`src/rtl/popcount_l2_cfu.sv`:
```
// Population-count custom function unit with a two-stage pipeline.
// Supports POPCNT, POPAND, HAMMING, a running count accumulator (ACC) and
// read-and-clear of that accumulator (RDCLR). Unused function IDs answer
// with an error status and a zero result.
//
// Handshake: a request transfers when req_valid && req_ready, and a response
// transfers when resp_valid && resp_ready. The only back-pressure source is an
// unconsumed response, so req_ready depends on the output stage alone and
// never on req_valid.

package cfu_pkg;
    localparam int CFU_STATUS_W = 2;
    localparam logic [CFU_STATUS_W-1:0] CFU_OK    = 2'd0;
    localparam logic [CFU_STATUS_W-1:0] CFU_ERROR = 2'd1;

    // Shared elaboration-time legality checks for CFU parameters.
    function automatic bit cfu_check_data_w(input int w);
        return (w == 32) || (w == 64);
    endfunction

    function automatic bit cfu_check_func_id_w(input int w);
        return (w == 3);
    endfunction
endpackage

module popcount_l2_cfu
    import cfu_pkg::*;
#(
    parameter int CFU_DATA_W    = 32,
    parameter int CFU_FUNC_ID_W = 3,
    parameter int ADDER_TREE    = 0
) (
    input  logic                     clk,
    input  logic                     rst,
    input  logic                     req_valid,
    output logic                     req_ready,
    input  logic [CFU_FUNC_ID_W-1:0] req_func,
    input  logic [CFU_DATA_W-1:0]    req_data0,
    input  logic [CFU_DATA_W-1:0]    req_data1,
    output logic                     resp_valid,
    input  logic                     resp_ready,
    output logic [CFU_STATUS_W-1:0]  resp_status,
    output logic [CFU_DATA_W-1:0]    resp_data
);

    // Compressor flavour counts 6-bit groups (one 6:3 compressor each);
    // the adder-tree flavour counts byte-sized groups with pairwise adds.
    localparam int SEG_W = (ADDER_TREE != 0) ? 8 : 6;
    localparam int NSEG  = (CFU_DATA_W + SEG_W - 1) / SEG_W;
    localparam int PAD_W = NSEG * SEG_W;
    localparam int SCW   = $clog2(SEG_W + 1);
    localparam int CW    = $clog2(CFU_DATA_W + 1);

    localparam logic [CFU_FUNC_ID_W-1:0] FUNC_POPCNT  = CFU_FUNC_ID_W'(0);
    localparam logic [CFU_FUNC_ID_W-1:0] FUNC_POPAND  = CFU_FUNC_ID_W'(1);
    localparam logic [CFU_FUNC_ID_W-1:0] FUNC_HAMMING = CFU_FUNC_ID_W'(2);
    localparam logic [CFU_FUNC_ID_W-1:0] FUNC_ACC     = CFU_FUNC_ID_W'(3);
    localparam logic [CFU_FUNC_ID_W-1:0] FUNC_RDCLR   = CFU_FUNC_ID_W'(4);

    if (!cfu_check_data_w(CFU_DATA_W)) begin : g_bad_data_w
        $error("popcount_l2_cfu: CFU_DATA_W must be 32 or 64");
    end
    if (!cfu_check_func_id_w(CFU_FUNC_ID_W)) begin : g_bad_func_id_w
        $error("popcount_l2_cfu: CFU_FUNC_ID_W must be 3");
    end

    function automatic logic [SCW-1:0] count_seg(input logic [SEG_W-1:0] s);
        logic [SCW-1:0] c;
        c = '0;
        for (int i = 0; i < SEG_W; i++) begin
            c = c + SCW'(s[i]);
        end
        return c;
    endfunction

    logic                           stall;
    logic                           advance;
    logic                           accept;
    logic [CFU_DATA_W-1:0]          operand;
    logic [PAD_W-1:0]               padded;
    logic [NSEG-1:0][SCW-1:0]       seg_cnt;

    logic                           s1_valid;
    logic [CFU_FUNC_ID_W-1:0]       s1_func;
    logic [NSEG-1:0][SCW-1:0]       s1_cnt;

    logic [CW-1:0]                  total;
    logic [CFU_DATA_W-1:0]          total_ext;
    logic [CFU_DATA_W-1:0]          acc;
    logic [CFU_DATA_W-1:0]          acc_sum;
    logic [CFU_DATA_W-1:0]          nxt_data;
    logic [CFU_DATA_W-1:0]          nxt_acc;
    logic [CFU_STATUS_W-1:0]        nxt_status;

    // A held response freezes both stages; otherwise everything moves on.
    always_comb begin
        stall     = resp_valid && !resp_ready;
        advance   = !stall;
        req_ready = !stall;
        accept    = req_valid && req_ready;
    end

    // Operand selection and per-segment partial counts for stage 1.
    always_comb begin
        operand = req_data0;
        case (req_func)
            FUNC_POPAND:  operand = req_data0 & req_data1;
            FUNC_HAMMING: operand = req_data0 ^ req_data1;
            default:      operand = req_data0;
        endcase
        padded = '0;
        padded[CFU_DATA_W-1:0] = operand;
        for (int i = 0; i < NSEG; i++) begin
            seg_cnt[i] = count_seg(padded[i*SEG_W +: SEG_W]);
        end
    end

    // Stage 1 register: a bubble is loaded when nothing is accepted.
    always_ff @(posedge clk or posedge rst) begin
        if (rst) begin
            s1_valid <= 1'b0;
            s1_func  <= '0;
            s1_cnt   <= '0;
        end else if (advance) begin
            s1_valid <= accept;
            if (accept) begin
                s1_func <= req_func;
                s1_cnt  <= seg_cnt;
            end
        end
    end

    // Final reduction and result/accumulator selection for stage 2.
    always_comb begin
        total = '0;
        for (int i = 0; i < NSEG; i++) begin
            total = total + CW'(s1_cnt[i]);
        end
        total_ext  = CFU_DATA_W'(total);
        acc_sum    = acc + total_ext;
        nxt_data   = '0;
        nxt_acc    = acc;
        nxt_status = CFU_OK;
        case (s1_func)
            FUNC_POPCNT, FUNC_POPAND, FUNC_HAMMING: nxt_data = total_ext;
            FUNC_ACC: begin
                nxt_acc  = acc_sum;
                nxt_data = acc_sum;
            end
            FUNC_RDCLR: begin
                nxt_data = acc;
                nxt_acc  = '0;
            end
            default: nxt_status = CFU_ERROR;
        endcase
    end

    // Stage 2 register: the accumulator changes only as an op lands here,
    // which keeps ACC/RDCLR results in program order.
    always_ff @(posedge clk or posedge rst) begin
        if (rst) begin
            resp_valid  <= 1'b0;
            resp_data   <= '0;
            resp_status <= CFU_OK;
            acc         <= '0;
        end else if (advance) begin
            resp_valid <= s1_valid;
            if (s1_valid) begin
                resp_data   <= nxt_data;
                resp_status <= nxt_status;
                acc         <= nxt_acc;
            end
        end
    end

endmodule

```
`config.mk`:
```
export PLATFORM = sky130hd
export DESIGN_NAME = popcount_l2_cfu
export DESIGN_NICKNAME = d
export VERILOG_FILES = /design/src/rtl/popcount_l2_cfu.sv
export SDC_FILE = /design/constraint.sdc
export NUM_CORES = 1
export LEC_CHECK = 0
export CAP_MARGIN = 20
export CORE_MARGIN = 8
export CORE_UTILIZATION = 59
export CTS_CLUSTER_DIAMETER = 30
export CTS_CLUSTER_SIZE = 20
export DETAILED_ROUTE_END_ITERATION = 8
export PLACE_DENSITY = 0.89
export SLEW_MARGIN = 20
export SYNTH_ARGS = -nofsm -noshare
export SYNTH_HDL_FRONTEND = slang
export SYNTH_SLANG_ARGS = --single-unit
```
`constraint.sdc`:
```
create_clock -name clk -period 10.82 [get_ports clk]
set_clock_uncertainty 0.05 [all_clocks]
set_input_delay 3.246 -clock clk [delete_from_list [all_inputs] [get_ports clk]]
set_output_delay 3.246 -clock clk [all_outputs]
set_load 0.05 [all_outputs]
```
* Word-level counts from Yosys, hierarchy flattened
Cells that the tools add are included.
Word-level totals: register bits 89, input bits 71, logic and storage cells 68, output and inout port bits 36
Cells by class: add/subtract/negate cells 32, bitwise logic cells 3, reduce and logical (&&, ||, !) cells 11, muxes and demuxes 4, equality and inequality tests 6
Operators by type and width (count):
- 32-bit case mux with 2 select lines | 2
- 32-bit case mux with 3 select lines | 1
- 3-bit by 1-bit adder with 3-bit output | 15
- 32-bit by 6-bit adder with 32-bit output | 1
- 32-bit AND | 1
- 32-bit XOR | 1
- 2-bit by 1-bit adder with 3-bit output | 5
- 1-bit by 1-bit adder with 2-bit output | 6
- 6-bit by 3-bit adder with 6-bit output | 2
- 3-bit by 2-bit == test with 1-bit output (second input constant) | 3
- 5-bit by 3-bit adder with 6-bit output | 1
- 3-bit by 1-bit == test with 1-bit output (second input constant) | 2
- 4-bit by 3-bit adder with 5-bit output | 1
- 5-bit OR reduction | 1
- 3-bit by 3-bit adder with 4-bit output | 1
- 2-bit AND reduction | 2
- 3-bit == test (second input constant) | 1
- 3-bit logical NOT | 1
- 3-bit AND reduction | 1
- 3-bit OR reduction | 1
- 1-bit logical AND | 2
- 1-bit logical NOT | 2
- 2-bit nonzero test | 1
- 1-bit two-way mux | 1
- 1-bit inverter | 1

* Depth between registers and ports, before layout
depth in word-level cells 7, depth in mapped cells 19, mapped depth without buffers 18

* Least setup slack after synthesis
No wires, ideal clock.
kind input port to output port, from input resp_ready, to output req_ready, arrival time 3.632 ns, required time 7.524 ns, stages 2, buffers on the path 1, slack 3.892 ns, cell sequence nand2b_1 buf_2
On the way: longest elaborated chain between the ends 3
Ends and longest elaborated chain:
- from (decl) | line 41 | input logic resp_ready,
- 1-bit logical NOT | line 97 | stall = resp_valid && !resp_ready;
- 1-bit logical AND | line 97
- 1-bit logical NOT | line 99 | req_ready = !stall;
- to (decl) | line 36 | output logic req_ready,
No other way between the ends.

* Worst setup path after layout
Same ends and word-level chain as after synthesis.

==> impl_metrics.csv <==
group,metric,value,unit
outcome,status,"completed",
timing,fin_tns_setup,0,ps
layout,final_nets,949,
die,coreArea,11200,um2
grt,grt_pass1_vias,6334,
timing,tightest_slew,1050,ps
place,dp.cells,933,
yosys,synth-edff-count,0,
critical_path,crit_path_max_incr_delay,870,ps
die,die_h,122,um
timing,slew_violations,0,
detailed_routing,vias_per_cell,6.41,
clocking,clk_pin_slew,60,ps
clocking,cts_tree,"done",
critical_path,cp-end-kind,"primary output",
critical_path,r2r-end,"resp_data[23]$_DFFE_PP0P_",
clocking,clockBufferDepth,2,
detailed_routing,vias,6080,
critical_path,required,7520,ps
clocking,post_cts_resized,0,
worst_hold_path,hold-path-endpoint,"resp_data[5]$_DFFE_PP0P_",
place,io_buffers,105,
die,ios,107,
timing,clock.fmax,123,MHz
layout,n_antenna_cell,0,
pwr,power_density,354,nW/um2
pwr,p_seq_frac,0.162,
timing,setup-violations-final,0,
place,gp_congestion,0.913,
clocking,cts-buffers-inserted,9,
timing,rsz0062_at_grt,"false",
critical_path,cpMaxStageDelayCell,"clkdlybuf4s50_1",
yosys,yosysSeqAreaShare,0.327,
layout,instances_no_fill,949,
die,die_x,122,um
timing,slew-limit-headroom,0.303,
grt,antenna_found_initial,0,
critical_path,crit_top_cell,"clkdlybuf4s50_1",
layout,area_delta_synth_final,21.0,%
critical_path,crit_fanout,9,
yosys,synth-seq-cells,87,
critical_path,worstReg2RegStart,"s1_cnt[0]$_DFFE_PP0P_",
clocking,ctsRootBufferMaster,"clkbuf_16",
yosys,syn_nets,872,
yosys,synthCells,724,
timing,post-route-min-period,8150,ps
critical_path,regToRegSetupSlack,5380,ps
yosys,async_flop_share,1.00,
detailed_routing,drc,0,
critical_path,worstSetupStartpointType,"input pin",
pwr,switching_power,1.46,mW
timing,period_share,0.753,
detailed_routing,detail-route-antenna-nets,0,
yosys,synth.distinct_cells,71,
die,dieArea,15000,um2
grt,grt_pass1_wl,30.3,mm
die,num_rows,39,
detailed_routing,drt_iter0_markers,551,
grt,grt_max_degree,58,
pwr,p_sw_frac,0.511,
die,initial_core_util,0.594,
clocking,clock-sinks,87,
yosys,netlist_area,6670,um2
worst_hold_path,min_path_type,"register to register",
layout,drive_above_1_share,0.0831,
clocking,cts_hold_buf,0,
critical_path,crit_type,"input pin to primary output",
clocking,post-cts-setup-buffer-count,0,
pwr,internal-power,1.40,mW
worst_hold_path,min-delay-start,"resp_data[5]$_DFFE_PP0P_",
critical_path,crit_arrival,4850,ps
timing,hold_violations,0,
critical_path,crit_chain,"clkdlybuf4s50_1 -> nand2b_1 -> clkdlybuf4s50_1",
clocking,htree_levels,3,
place,dp_hpwl,13.7,mm
clocking,clock_latency,350,ps
detailed_routing,firstDrtPassIters,5,
detailed_routing,routedWlPerCell,19.5,um
yosys,ys.flop_type,"dfrtp_1",
detailed_routing,wirelength,18.5,mm
pwr,leakagePower,3.62,nW
pwr,comb_power_share,0.726,
pwr,clkPwrFrac,0.112,
flow_run,maxCapViolCount,0,
yosys,yosys_warnings,0,
yosys,syn_area_per_cell,9.21,um2
grt,grt-ovfl-total,0,
grt,track_usage,0.251,
worst_hold_path,hold_depth,1,
pwr,peakVddDrop,0.404,mV
layout,n_fill_cell,815,
critical_path,rr_worst_depth,17,
## logic make-up (layout without fill, tap and decap cells)
family          after synthesis  in the layout  share of synthesized area
buf+inv                      98            180                     0.0601
xor+xnor                      6              6                    0.00788
flops                        87             87                      0.327
simple gates                226            226                      0.172
compound gates              202            202                      0.215
mux                          27             27                     0.0443
fa+ha+maj                    77             77                      0.174
other cells                   1              1                   0.000563
## layout by cell type (no fill, tap or decap), types with 8 or more instances in the layout
cell             Yosys  layout
clkdlybuf4s50_1      0     105
dfrtp_1             87      87
nand2_1             81      81
inv_1               52      51
ha_1                51      51
a21oi_1             36      36
a22oi_1             32      32
nand3_1             31      31
o21ai_0             30      29
fa_1                26      26
nor2_1              25      24
mux2_2              20      20
a22o_1              19      19
nor3_1              15      15
or3_1               13      13
a31oi_1             10      10
and3_1               9       9
clkbuf_16            0       9
nand4_1              8       8
## synth_stat cells (all sizes together) (7+ instances only)
| cell | instances | area [um2] |
|---|---|---|
| a211oi | 7 | 57.6 |
| a21oi | 36 | 180 |
| a22o | 19 | 166 |
| a22oi | 32 | 240 |
| a31oi | 10 | 62.6 |
| and2 | 7 | 45.1 |
| and3 | 9 | 56.3 |
| buf | 15 | 87.6 |
| clkbuf | 31 | 118 |
| dfrtp | 87 | 2180 |
| fa | 26 | 521 |
| ha | 51 | 638 |
| inv | 52 | 195 |
| mux2 | 20 | 225 |
| mux2i | 7 | 70.1 |
| nand2 | 81 | 304 |
| nand3 | 33 | 175 |
| nand4 | 8 | 50.1 |
| nor2 | 25 | 93.8 |
| nor3 | 15 | 75.1 |
| nor4 | 7 | 43.8 |
| o211ai | 10 | 90.1 |
| o21a | 7 | 53.8 |
| o21ai | 34 | 178 |
| or3 | 13 | 81.3 |
| or4 | 7 | 60.1 |
## routing by layer
| metal | track usage | wire (um) | vias to the layer above |
|---|---|---|---|
| li1 | - | - | 2807 |
| met1 | 0.298 | 7300 | 2992 |
| met2 | 0.434 | 9520 | 223 |
| met3 | 0.0409 | 982 | 58 |
| met4 | 0.123 | 691 | 0 |
| met5 | 0 | 0 | - |
## how the worst max path moves through the flow
stage / from / depth (start not counted) / to / slack [ps]
2_1_floorplan: resp_ready / 2 / req_ready / 3890
6_report: resp_ready / 3 / req_ready / 2670
5_1_grt: resp_ready / 3 / req_ready / 2610
3_5_place_dp: resp_ready / 3 / req_ready / 2680
3_3_place_gp: resp_ready / 3 / req_ready / 2720
4_1_cts: resp_ready / 3 / req_ready / 2680
## critical path, delay by kind of cell
kind,cells,cell delay (ps)
simple gates,1,280
buf+inv,2,1330
## sequential cells by signal, summed over array words and instances (netlist names)
register and flops:
acc 32, s1_valid 1, resp_status 1, s1_cnt 17, resp_valid 1, s1_func 3
resp_data 32
## per-stage QoR
stage                     power [mW]  hold WS, ps  setup WS [ps]  utilization  cell area, um2
after floorplan                 2.04          410           3890            -            6670
after global placement          2.39          426           2720        0.692            7760
after detailed placement        2.49          435           2680        0.692            7760
after CTS                       2.83          451           2680        0.718            8060
after global routing            3.09          468           2610        0.719            8060
final                           2.86          448           2670        0.719            8060
## power by group through the flow
stage / Sequential (mW) / Combinational, mW / Clock (mW)
CTS: 0.460 / 2.05 / 0.321
global route: 0.471 / 2.29 / 0.335
global placement: 0.461 / 1.93 / 0
floorplan: 0.512 / 1.53 / 0
finish: 0.462 / 2.07 / 0.320
detailed placement: 0.465 / 2.02 / 0
## final cells by class
class / count / area (um2) / area share
multi-input cells: 539 / 4110 / 0.510
flip-flops and latches: 87 / 2180 / 0.270
repair buffers: 112 / 1100 / 0.137
clock buffers: 10 / 229 / 0.0284
inverters: 52 / 196 / 0.0244
well taps: 143 / 179 / 0.0222
clock inverters: 6 / 68.8 / 0.00853
No activity file was read; power rests on OpenSTA's default activity.
